`config.mk`:
```
export PLATFORM = sky130hd
export DESIGN_NAME = array_feeder
export DESIGN_NICKNAME = d
export VERILOG_FILES = /design/src/rtl/array_feeder.sv
export SDC_FILE = /design/constraint.sdc
export NUM_CORES = 2
export LEC_CHECK = 0
export CORE_MARGIN = 1
export CORE_UTILIZATION = 38
export CTS_CLUSTER_SIZE = 16
export DETAILED_ROUTE_END_ITERATION = 12
export PLACE_DENSITY_LB_ADDON = 0.3
export SLEW_MARGIN = 5
export SYNTH_ARGS = -nofsm -noshare
export SYNTH_HDL_FRONTEND = slang
export SYNTH_SLANG_ARGS = --single-unit
export TNS_END_PERCENT = 20
```
`constraint.sdc`:
```
create_clock -name clk -period 59.6 [get_ports clk]
set_input_delay 11.92 -clock clk [delete_from_list [all_inputs] [get_ports clk]]
set_output_delay 11.92 -clock clk [all_outputs]
set_load 0.05 [all_outputs]
```
`src/rtl/array_feeder.sv`:
```
// array_feeder: input/control sequencer and operand skewer for the systolic array.
// It accepts operand beats over valid/ready and drives skewed en/clr/data lanes.
// After the reduction it flushes the array and issues the column drain enables.
// Optional build macro: ARRAY_FEEDER_PERF_EN adds the perf_stall_cnt output.
module array_feeder #(
    parameter int HEIGHT = 12,
    parameter int WIDTH  = 14,
    parameter int IWIDTH = 8,
    parameter int KW     = 8
) (
    input  logic                     clk,
    input  logic                     rst,
    input  logic                     start,
    input  logic [KW-1:0]            k_len,
    output logic                     busy,
    output logic                     done,
    input  logic                     in_valid,
    output logic                     in_ready,
    input  logic [HEIGHT*IWIDTH-1:0] in_ifm,
    input  logic [WIDTH*IWIDTH-1:0]  in_wght,
    output logic [HEIGHT-1:0]        en_i,
    output logic [HEIGHT-1:0]        clr_i,
    output logic [WIDTH-1:0]         en_w,
    output logic [WIDTH-1:0]         clr_w,
    output logic [WIDTH-1:0]         en_o,
    output logic [WIDTH-1:0]         clr_o,
    output logic [HEIGHT*IWIDTH-1:0] ifm,
    output logic [WIDTH*IWIDTH-1:0]  wght
`ifdef ARRAY_FEEDER_PERF_EN
    ,
    output logic [31:0]              perf_stall_cnt
`endif
);

    // FLUSH lets the last beat reach the far corner; DRAIN shifts every column sum out.
    localparam int FLUSH_LEN  = HEIGHT + WIDTH - 2;
    localparam int DRAIN_LAST = HEIGHT + WIDTH - 2;
    localparam int CW         = $clog2(HEIGHT + WIDTH) + 1;

    typedef enum logic [2:0] {
        S_IDLE,
        S_CLEAR,
        S_STREAM,
        S_FLUSH,
        S_DRAIN,
        S_DONE
    } state_t;

    typedef struct packed {
        logic              en;
        logic              clr;
        logic [IWIDTH-1:0] data;
    } row_lane_t;

    typedef struct packed {
        logic              en;
        logic              clr;
        logic              en_o;
        logic              clr_o;
        logic [IWIDTH-1:0] data;
    } col_lane_t;

    state_t        state_q, state_d;
    logic [KW-1:0] beats_q, beats_d;
    logic [CW-1:0] cnt_q, cnt_d;
    logic          zdone_q, zdone_d;

    // Unskewed lane values produced by the FSM for the current cycle.
    logic                     b_en;
    logic                     b_clr;
    logic                     b_en_o;
    logic                     b_clr_o;
    logic [HEIGHT*IWIDTH-1:0] b_ifm;
    logic [WIDTH*IWIDTH-1:0]  b_wght;

    // State, beat counter, phase counter and zero-length done flag registers.
    always_ff @(posedge clk or posedge rst) begin
        if (rst) begin
            state_q <= S_IDLE;
            beats_q <= '0;
            cnt_q   <= '0;
            zdone_q <= 1'b0;
        end else begin
            // NOTE: non-blocking so every flop samples the pre-edge values of its peers.
            state_q <= state_d;
            beats_q <= beats_d;
            cnt_q   <= cnt_d;
            zdone_q <= zdone_d;
        end
    end

    // Next-state logic and the unskewed base lane values.
    always_comb begin
        // NOTE: defaults first so no path leaves a signal unassigned (no latches).
        state_d  = state_q;
        beats_d  = beats_q;
        cnt_d    = cnt_q;
        zdone_d  = 1'b0;
        b_en     = 1'b0;
        b_clr    = 1'b0;
        b_en_o   = 1'b0;
        b_clr_o  = 1'b0;
        b_ifm    = '0;
        b_wght   = '0;
        in_ready = 1'b0;
        busy     = (state_q != S_IDLE);
        done     = (state_q == S_DONE) || zdone_q;

        case (state_q)
            S_IDLE: begin
                if (start) begin
                    if (k_len != '0) begin
                        state_d = S_CLEAR;
                        beats_d = k_len;
                    end else begin
                        // Empty reduction: report completion without leaving IDLE.
                        zdone_d = 1'b1;
                    end
                end
            end
            S_CLEAR: begin
                b_clr   = 1'b1;
                b_clr_o = 1'b1;
                state_d = S_STREAM;
            end
            S_STREAM: begin
                in_ready = (beats_q != '0);
                if (in_valid && in_ready) begin
                    b_en    = 1'b1;
                    b_ifm   = in_ifm;
                    b_wght  = in_wght;
                    beats_d = beats_q - KW'(1);
                    if (beats_q == KW'(1)) begin
                        state_d = S_FLUSH;
                        cnt_d   = '0;
                    end
                end
            end
            S_FLUSH: begin
                if (cnt_q == CW'(FLUSH_LEN - 1)) begin
                    state_d = S_DRAIN;
                    cnt_d   = '0;
                end else begin
                    cnt_d = cnt_q + CW'(1);
                end
            end
            S_DRAIN: begin
                b_en_o = (cnt_q < CW'(HEIGHT));
                if (cnt_q == CW'(DRAIN_LAST)) begin
                    state_d = S_DONE;
                    cnt_d   = '0;
                end else begin
                    cnt_d = cnt_q + CW'(1);
                end
            end
            S_DONE: begin
                state_d = S_IDLE;
            end
            default: begin
                state_d = S_IDLE;
            end
        endcase
    end

    // Row lane h: {en, clr, data} delayed h+1 cycles.
    for (genvar h = 0; h < HEIGHT; h++) begin : g_row
        row_lane_t sr_q [0:h];
        row_lane_t sr_d [0:h];

        // Shift the row bundle one stage per cycle.
        always_comb begin
            sr_d[0].en   = b_en;
            sr_d[0].clr  = b_clr;
            sr_d[0].data = b_ifm[h*IWIDTH +: IWIDTH];
            for (int s = 1; s <= h; s++) begin
                sr_d[s] = sr_q[s-1];
            end
        end

        // Row delay-line registers.
        always_ff @(posedge clk or posedge rst) begin
            if (rst) begin
                // NOTE: the delay lines are reset so no stale enable or clear reaches the array.
                for (int s = 0; s <= h; s++) begin
                    sr_q[s] <= '0;
                end
            end else begin
                sr_q <= sr_d;
            end
        end

        assign en_i[h]                  = sr_q[h].en;
        assign clr_i[h]                 = sr_q[h].clr;
        assign ifm[h*IWIDTH +: IWIDTH]  = sr_q[h].data;
    end

    // Column lane w: {en, clr, en_o, clr_o, data} delayed w+1 cycles.
    for (genvar w = 0; w < WIDTH; w++) begin : g_col
        col_lane_t sr_q [0:w];
        col_lane_t sr_d [0:w];

        // Shift the column bundle one stage per cycle.
        always_comb begin
            sr_d[0].en    = b_en;
            sr_d[0].clr   = b_clr;
            sr_d[0].en_o  = b_en_o;
            sr_d[0].clr_o = b_clr_o;
            sr_d[0].data  = b_wght[w*IWIDTH +: IWIDTH];
            for (int s = 1; s <= w; s++) begin
                sr_d[s] = sr_q[s-1];
            end
        end

        // Column delay-line registers.
        always_ff @(posedge clk or posedge rst) begin
            if (rst) begin
                for (int s = 0; s <= w; s++) begin
                    sr_q[s] <= '0;
                end
            end else begin
                sr_q <= sr_d;
            end
        end

        assign en_w[w]                  = sr_q[w].en;
        assign clr_w[w]                 = sr_q[w].clr;
        assign en_o[w]                  = sr_q[w].en_o;
        assign clr_o[w]                 = sr_q[w].clr_o;
        assign wght[w*IWIDTH +: IWIDTH] = sr_q[w].data;
    end

`ifdef ARRAY_FEEDER_PERF_EN
    logic [31:0] perf_q, perf_d;

    // Saturating count of STREAM cycles where the feeder waited on in_valid.
    always_comb begin
        perf_d = perf_q;
        if (state_q == S_IDLE && start) begin
            perf_d = '0;
        end else if (in_ready && !in_valid && perf_q != '1) begin
            perf_d = perf_q + 32'd1;
        end
    end

    // Stall counter register.
    always_ff @(posedge clk or posedge rst) begin
        if (rst) begin
            perf_q <= '0;
        end else begin
            perf_q <= perf_d;
        end
    end

    assign perf_stall_cnt = perf_q;
`endif

endmodule

```
Yosys cells after proc, flatten, opt, wreduce, memory -nomap -nowiden
Index checks and enable logic that the tools add are counted.
{"block": "classes", "eq_ne": 14, "n_addsub": 2, "reduce_logical": 11, "muxes": 28, "n_lt_le_gt_ge": 1}
{"cell": "112-bit 2-to-1 mux", "count": 2}
{"cell": "96-bit 2-to-1 mux", "count": 2}
{"cell": "6-bit 2-to-1 mux", "count": 4}
{"cell": "8-bit 2-to-1 mux", "count": 3}
{"cell": "3-bit 2-to-1 mux", "count": 6}
{"cell": "6-bit one-hot mux with 3 select lines", "count": 1}
{"cell": "8-bit one-hot mux with 2 select lines", "count": 1}
{"cell": "8-bit nonzero test", "count": 2}
{"cell": "3-bit one-hot mux with 5 select lines", "count": 1}
{"cell": "6-bit by 5-bit equality test with 1-bit output, second input constant", "count": 2}
{"cell": "2-bit inequality test, second input constant", "count": 6}
{"cell": "8-bit by 1-bit equality test with 1-bit output, second input constant", "count": 1}
{"cell": "1-bit 2-to-1 mux", "count": 8}
{"cell": "8-bit by 1-bit subtractor with 8-bit output, second input constant", "count": 1}
{"cell": "6-bit by 1-bit adder with 6-bit output, second input constant", "count": 1}
{"cell": "3-bit by 2-bit equality test with 1-bit output, second input constant", "count": 2}
{"cell": "3-bit equality test, second input constant", "count": 2}
{"cell": "6-bit by 4-bit < comparator with 1-bit output, second input constant", "count": 1}
{"cell": "6-bit AND reduction", "count": 1}
{"cell": "3-bit nonzero test", "count": 2}
{"cell": "4-bit AND reduction", "count": 1}
{"cell": "3-bit by 1-bit equality test with 1-bit output, second input constant", "count": 1}
{"cell": "3-bit logical NOT", "count": 1}
{"cell": "3-bit AND reduction", "count": 1}
{"cell": "other kinds (3)", "count": 3}
{"block": "totals", "output_inout_bits": 291, "in_bits": 220, "reg_bits": 1524}

Depth between registers and ports, before layout
{"block": "logic_depth", "word_depth": 4, "depth_mapped": 9, "ltp_nobuf": 6}

Least setup slack after synthesis
Ideal clock, no wire load.
{"block": "synth_path", "path_kind": "register -> output", "startpoint": "register state_q[0]", "endpoint": "output port in_ready", "t_required_ns": 47.680, "path_slack_ns": 45.661, "stages_incl_launch_ff": 6, "arrival_time_ns": 2.019, "cell_sequence": "dfrtp_1 clkbuf_1 or3b_2 clkbuf_1 clkbuf_1 nor2_1"}
{"block": "synth_between", "elab_chain_len": 2}
{"element": "start, declared", "line": "63", "rtl": "state_t state_q, state_d;"}
{"element": "start signal, assigned", "line": "85", "rtl": "state_q <= state_d;"}
{"element": "3-bit by 2-bit equality test with 1-bit output", "line": "109", "rtl": "case (state_q)"}
{"element": "1-bit 2-to-1 mux", "line": "109"}
{"element": "end, declared", "line": "18", "rtl": "output logic in_ready,"}
No other way between the ends.

==> flow_metrics.env <==
export IMPL_worst_endpoint_arrival_ns=17.42
export IMPL_clk_path_buf_depth=3
export IMPL_ys_seq_area_share_pct=93.04
export IMPL_critPathSlowestCell="buf_4"
export IMPL_period_needed_ns=16.74
export IMPL_fill_cells=8664
export IMPL_synthCells=1953
export IMPL_hpwl_um=40080
export IMPL_multi_input_area_sq_um=2022
export IMPL_hold_path_class="reg2reg"
export IMPL_drt_first_iter_violations=884
export IMPL_startpoint="rst"
export IMPL_drv_slew=0
export IMPL_max_vdd_ir_drop_mv=0.02310
export IMPL_reg2reg_to="beats_q[4]$_DFFE_PP0P_"
export IMPL_crit_path_max_fanout=148
export IMPL_slew_headroom_pct=30.82
export IMPL_layout_commonest_cell="dfrtp_1"
export IMPL_grt_max_degree=179
export IMPL_dieArea_sq_um=109200
export IMPL_die_width_um=330.4
export IMPL_cts_buffers=146
export IMPL_cts_tree="built"
export IMPL_synth_top_family_by_area="simple AND/OR/NAND/NOR gates"
export IMPL_area_growth_syn_to_layout_pct=26.88
export IMPL_r2r_start="state_q[1]$_DFFE_PP0P_"
export IMPL_fin_worst_skew_ns=0.02526
export IMPL_cp_common_cell="buf_4"
export IMPL_synth_compound_area_share_pct=0.8120
export IMPL_finalHoldViolations=0
export IMPL_synth_mux_area_share_pct=0.02747
export IMPL_initial_core_util_pct=38.29
export IMPL_grt_antenna_before_repair=18
export IMPL_vias=16450
export IMPL_max_cap_violations=0
export IMPL_synth_xor_area_share_pct=0.02137
export IMPL_antenna_left=0
export IMPL_worstMarginPinSlew_ns=1.038
export IMPL_netlist_area_sq_um=40990
export IMPL_vias_per_cell=4.087
export IMPL_power_density_nw_per_um2=47.05
export IMPL_fmax_mhz=59.74
export IMPL_core_area_sq_um=107100
export IMPL_status="finished clean"
export IMPL_cts_resized=0
export IMPL_cp_num_cells=7
export IMPL_postLayoutCoreUtil_pct=48.58
export IMPL_final_cell_mix="dfrtp_1, clkdlybuf4s50_1, and2_1"
export IMPL_yosys_warnings=0
export IMPL_gp_congestion=0.7562
export IMPL_reg2reg_slack_ns=56.49
export IMPL_finalSetupViolations=0
export IMPL_drc=0
export IMPL_seq_area_sq_um=38140
export IMPL_ctsHtreeMaxLevel=4
export IMPL_cts_sinks=1524
export IMPL_internal_power_mw=1.835
export IMPL_cts_clk_slew_worst_paths_ns=0.06
export IMPL_pwr_share_comb_pct=11.3
export IMPL_reg2regPathDepth=5
export IMPL_finalSetupTns_ns=0
export IMPL_leakage_nw=25.28
export IMPL_grt_pass1_wl_um=101700
export IMPL_p_clk_share_pct=36.8
export IMPL_synth_edf_count=0
export IMPL_endpoint_kind="asynchronous set/reset pin"
export IMPL_synth_ff_latch_count=1524
export IMPL_routed_wl_um=65200
export IMPL_clkLatencyLatePin_ns=0.73
export IMPL_synth_cell_types=50
export IMPL_drt_pass1_iterations=4
export IMPL_cts_root_buf="clkbuf_16"
export IMPL_synth_area_per_cell_sq_um=20.99
export IMPL_critPathKind="in2async"
export IMPL_fin_nets=2742
export IMPL_path_buf_inv=7
export IMPL_post_cts_buffers=0
export IMPL_port_buffers=510
export IMPL_required_ns=60.29
export IMPL_synthSimpleGateAreaFrac_pct=3.932
export IMPL_seq_power_share_pct=51.9
export IMPL_top_level_ports=511
export IMPL_path_cells="clkdlybuf4s50_1 -> inv_8 -> buf_4 -> buf_4 -> buf_4 -> buf_4 -> buf_4"
export IMPL_cp_endpoint="g_col[7].sr_d[67]$_DFF_PP0_"
export IMPL_synth_ff_type="dfrtp_1"
export IMPL_holdBufCountCts=0
export IMPL_crit_path_max_incr_delay_ns=0.93
export IMPL_grt_pass1_vias=18020
export IMPL_fp_dieH_um=330.4
export IMPL_wl_per_cell_um=16.20
export IMPL_grt_overflow_total=0
export IMPL_p_sw_share_pct=25.00
export IMPL_ys_async_sr_fraction_pct=100.0
export IMPL_drive_gt1_share_pct=9.462
export IMPL_timing_final_crit_share_pct=28.09
export IMPL_grt_use_total_pct=12.29
export IMPL_startpoint_type="input pin"
export IMPL_cp_top_family="buffers and inverters"
export IMPL_rows=120
export IMPL_synthAdderAreaFrac_pct=0.1221
export IMPL_switchingPower_mw=0.6116
export IMPL_rsz0062_at_grt="no"
export IMPL_synth_fp_nets=2177
## power by group through the flow
stage	clock network, mW	registers (mW)	logic [mW]
floorplan	0	1.37	0.102
global placement	0	1.28	0.275
detailed placement	0	1.29	0.280
CTS	0.932	1.27	0.281
global route	0.975	1.29	0.294
finish	0.901	1.27	0.277
## cell families after synthesis
kind of cell | after synthesis
buffers and inverters | 119
AO/OA/AOI/OAI | 45
multiplexers | 1
flip-flops | 1524
AND/OR/NAND/NOR | 259
XOR/XNOR | 1
adder cells (fa/ha/maj) | 4
## synth_stat cells, types with 2 or more instances
library cell	count	share of area, %
nand2_1	6	0.055
nor2_1	9	0.082
nand3b_1	2	0.037
o21ai_0	5	0.061
or3_1	4	0.061
buf_4	77	1.4
dfrtp_1	1524	93
a21o_1	5	0.092
o22a_1	2	0.043
nand3_1	4	0.049
a2bb2oi_1	4	0.085
nor4_1	4	0.061
or3b_2	3	0.064
nor2b_1	2	0.031
o31ai_1	2	0.037
nand2b_1	2	0.031
o22ai_1	3	0.046
o21a_1	2	0.037
a31oi_1	3	0.046
ha_1	4	0.12
o2bb2ai_1	5	0.11
a41oi_1	2	0.043
a21oi_1	4	0.049
inv_1	9	0.082
and2_1	208	3.2
nand4_1	2	0.031
clkbuf_1	16	0.15
buf_6	13	0.36
buf_2	2	0.024
nor3_1	5	0.061
## state kept, by name, summed over array words and instances (netlist names)
name        flops
ifm            96
cnt_q           6
en_w            2
clr_w           1
g_row.sr_d    528
beats_q         8
zdone_q         1
g_col.sr_d    765
wght          112
en_o            2
state_q         3
## final cells by class
| type | count | area share [%] |
|---|---|---|
| diodes | 1 | 0.004812 |
| clock buffers | 212 | 8.199 |
| clock inverters | 39 | 0.9864 |
| inverters | 9 | 0.07940 |
| multi-input cells | 310 | 3.888 |
| flip-flops and latches | 1524 | 73.33 |
| well taps | 1403 | 3.376 |
| repair buffers | 527 | 10.13 |
## worst register-to-register path: cells and delay by family (launching register included)
family	cells	cell delay (ns)
buf+inv	1	0.70
simple gates	1	0.56
flops	1	0.51
compound gates	3	1.23
## per-stage QoR
stage               hold slack, ns  power, mW  instances  area (sq um)  setup slack (ns)
floorplan                   0.3312      1.472       1953         40990             4.687
global placement            0.3310      1.555       3773         47230             41.98
detailed placement          0.3347      1.570       3773         47230             41.74
CTS                         0.3350      2.488       4024         52000             42.53
global route                0.3387      2.557       4025         52000             41.75
finish                      0.3316      2.447       4025         52000             42.86
## per-layer routing
| layer | up-vias | global-route usage (%) | wire length, um |
|---|---|---|---|
| met5 | - | 0 | 159 |
| met4 | 24 | 4.668 | 1766 |
| met3 | 162 | 5.863 | 6194 |
| met2 | 455 | 19.32 | 32430 |
| met1 | 8643 | 14.65 | 24650 |
| li1 | 7168 | - | - |
## how the worst min path moves through the flow
stage,startpoint,end,slack (ns),cells past startpoint
floorplan,g_col[10].sr_d[12]$_DFF_PP0_,g_col[10].sr_d[0]$_DFF_PP0_,0.33,0
global placement,g_col[4].sr_d[19]$_DFF_PP0_,g_col[4].sr_d[7]$_DFF_PP0_,0.33,0
detailed placement,g_col[10].sr_d[54]$_DFF_PP0_,g_col[10].sr_d[42]$_DFF_PP0_,0.33,0
CTS,g_col[11].sr_d[97]$_DFF_PP0_,g_col[11].sr_d[85]$_DFF_PP0_,0.33,0
global route,g_row[4].sr_d[37]$_DFF_PP0_,g_row[4].sr_d[27]$_DFF_PP0_,0.34,0
finish,g_row[10].sr_d[2]$_DFF_PP0_,ifm[82]$_DFF_PP0_,0.33,0
(Power assumes the default switching activity.)
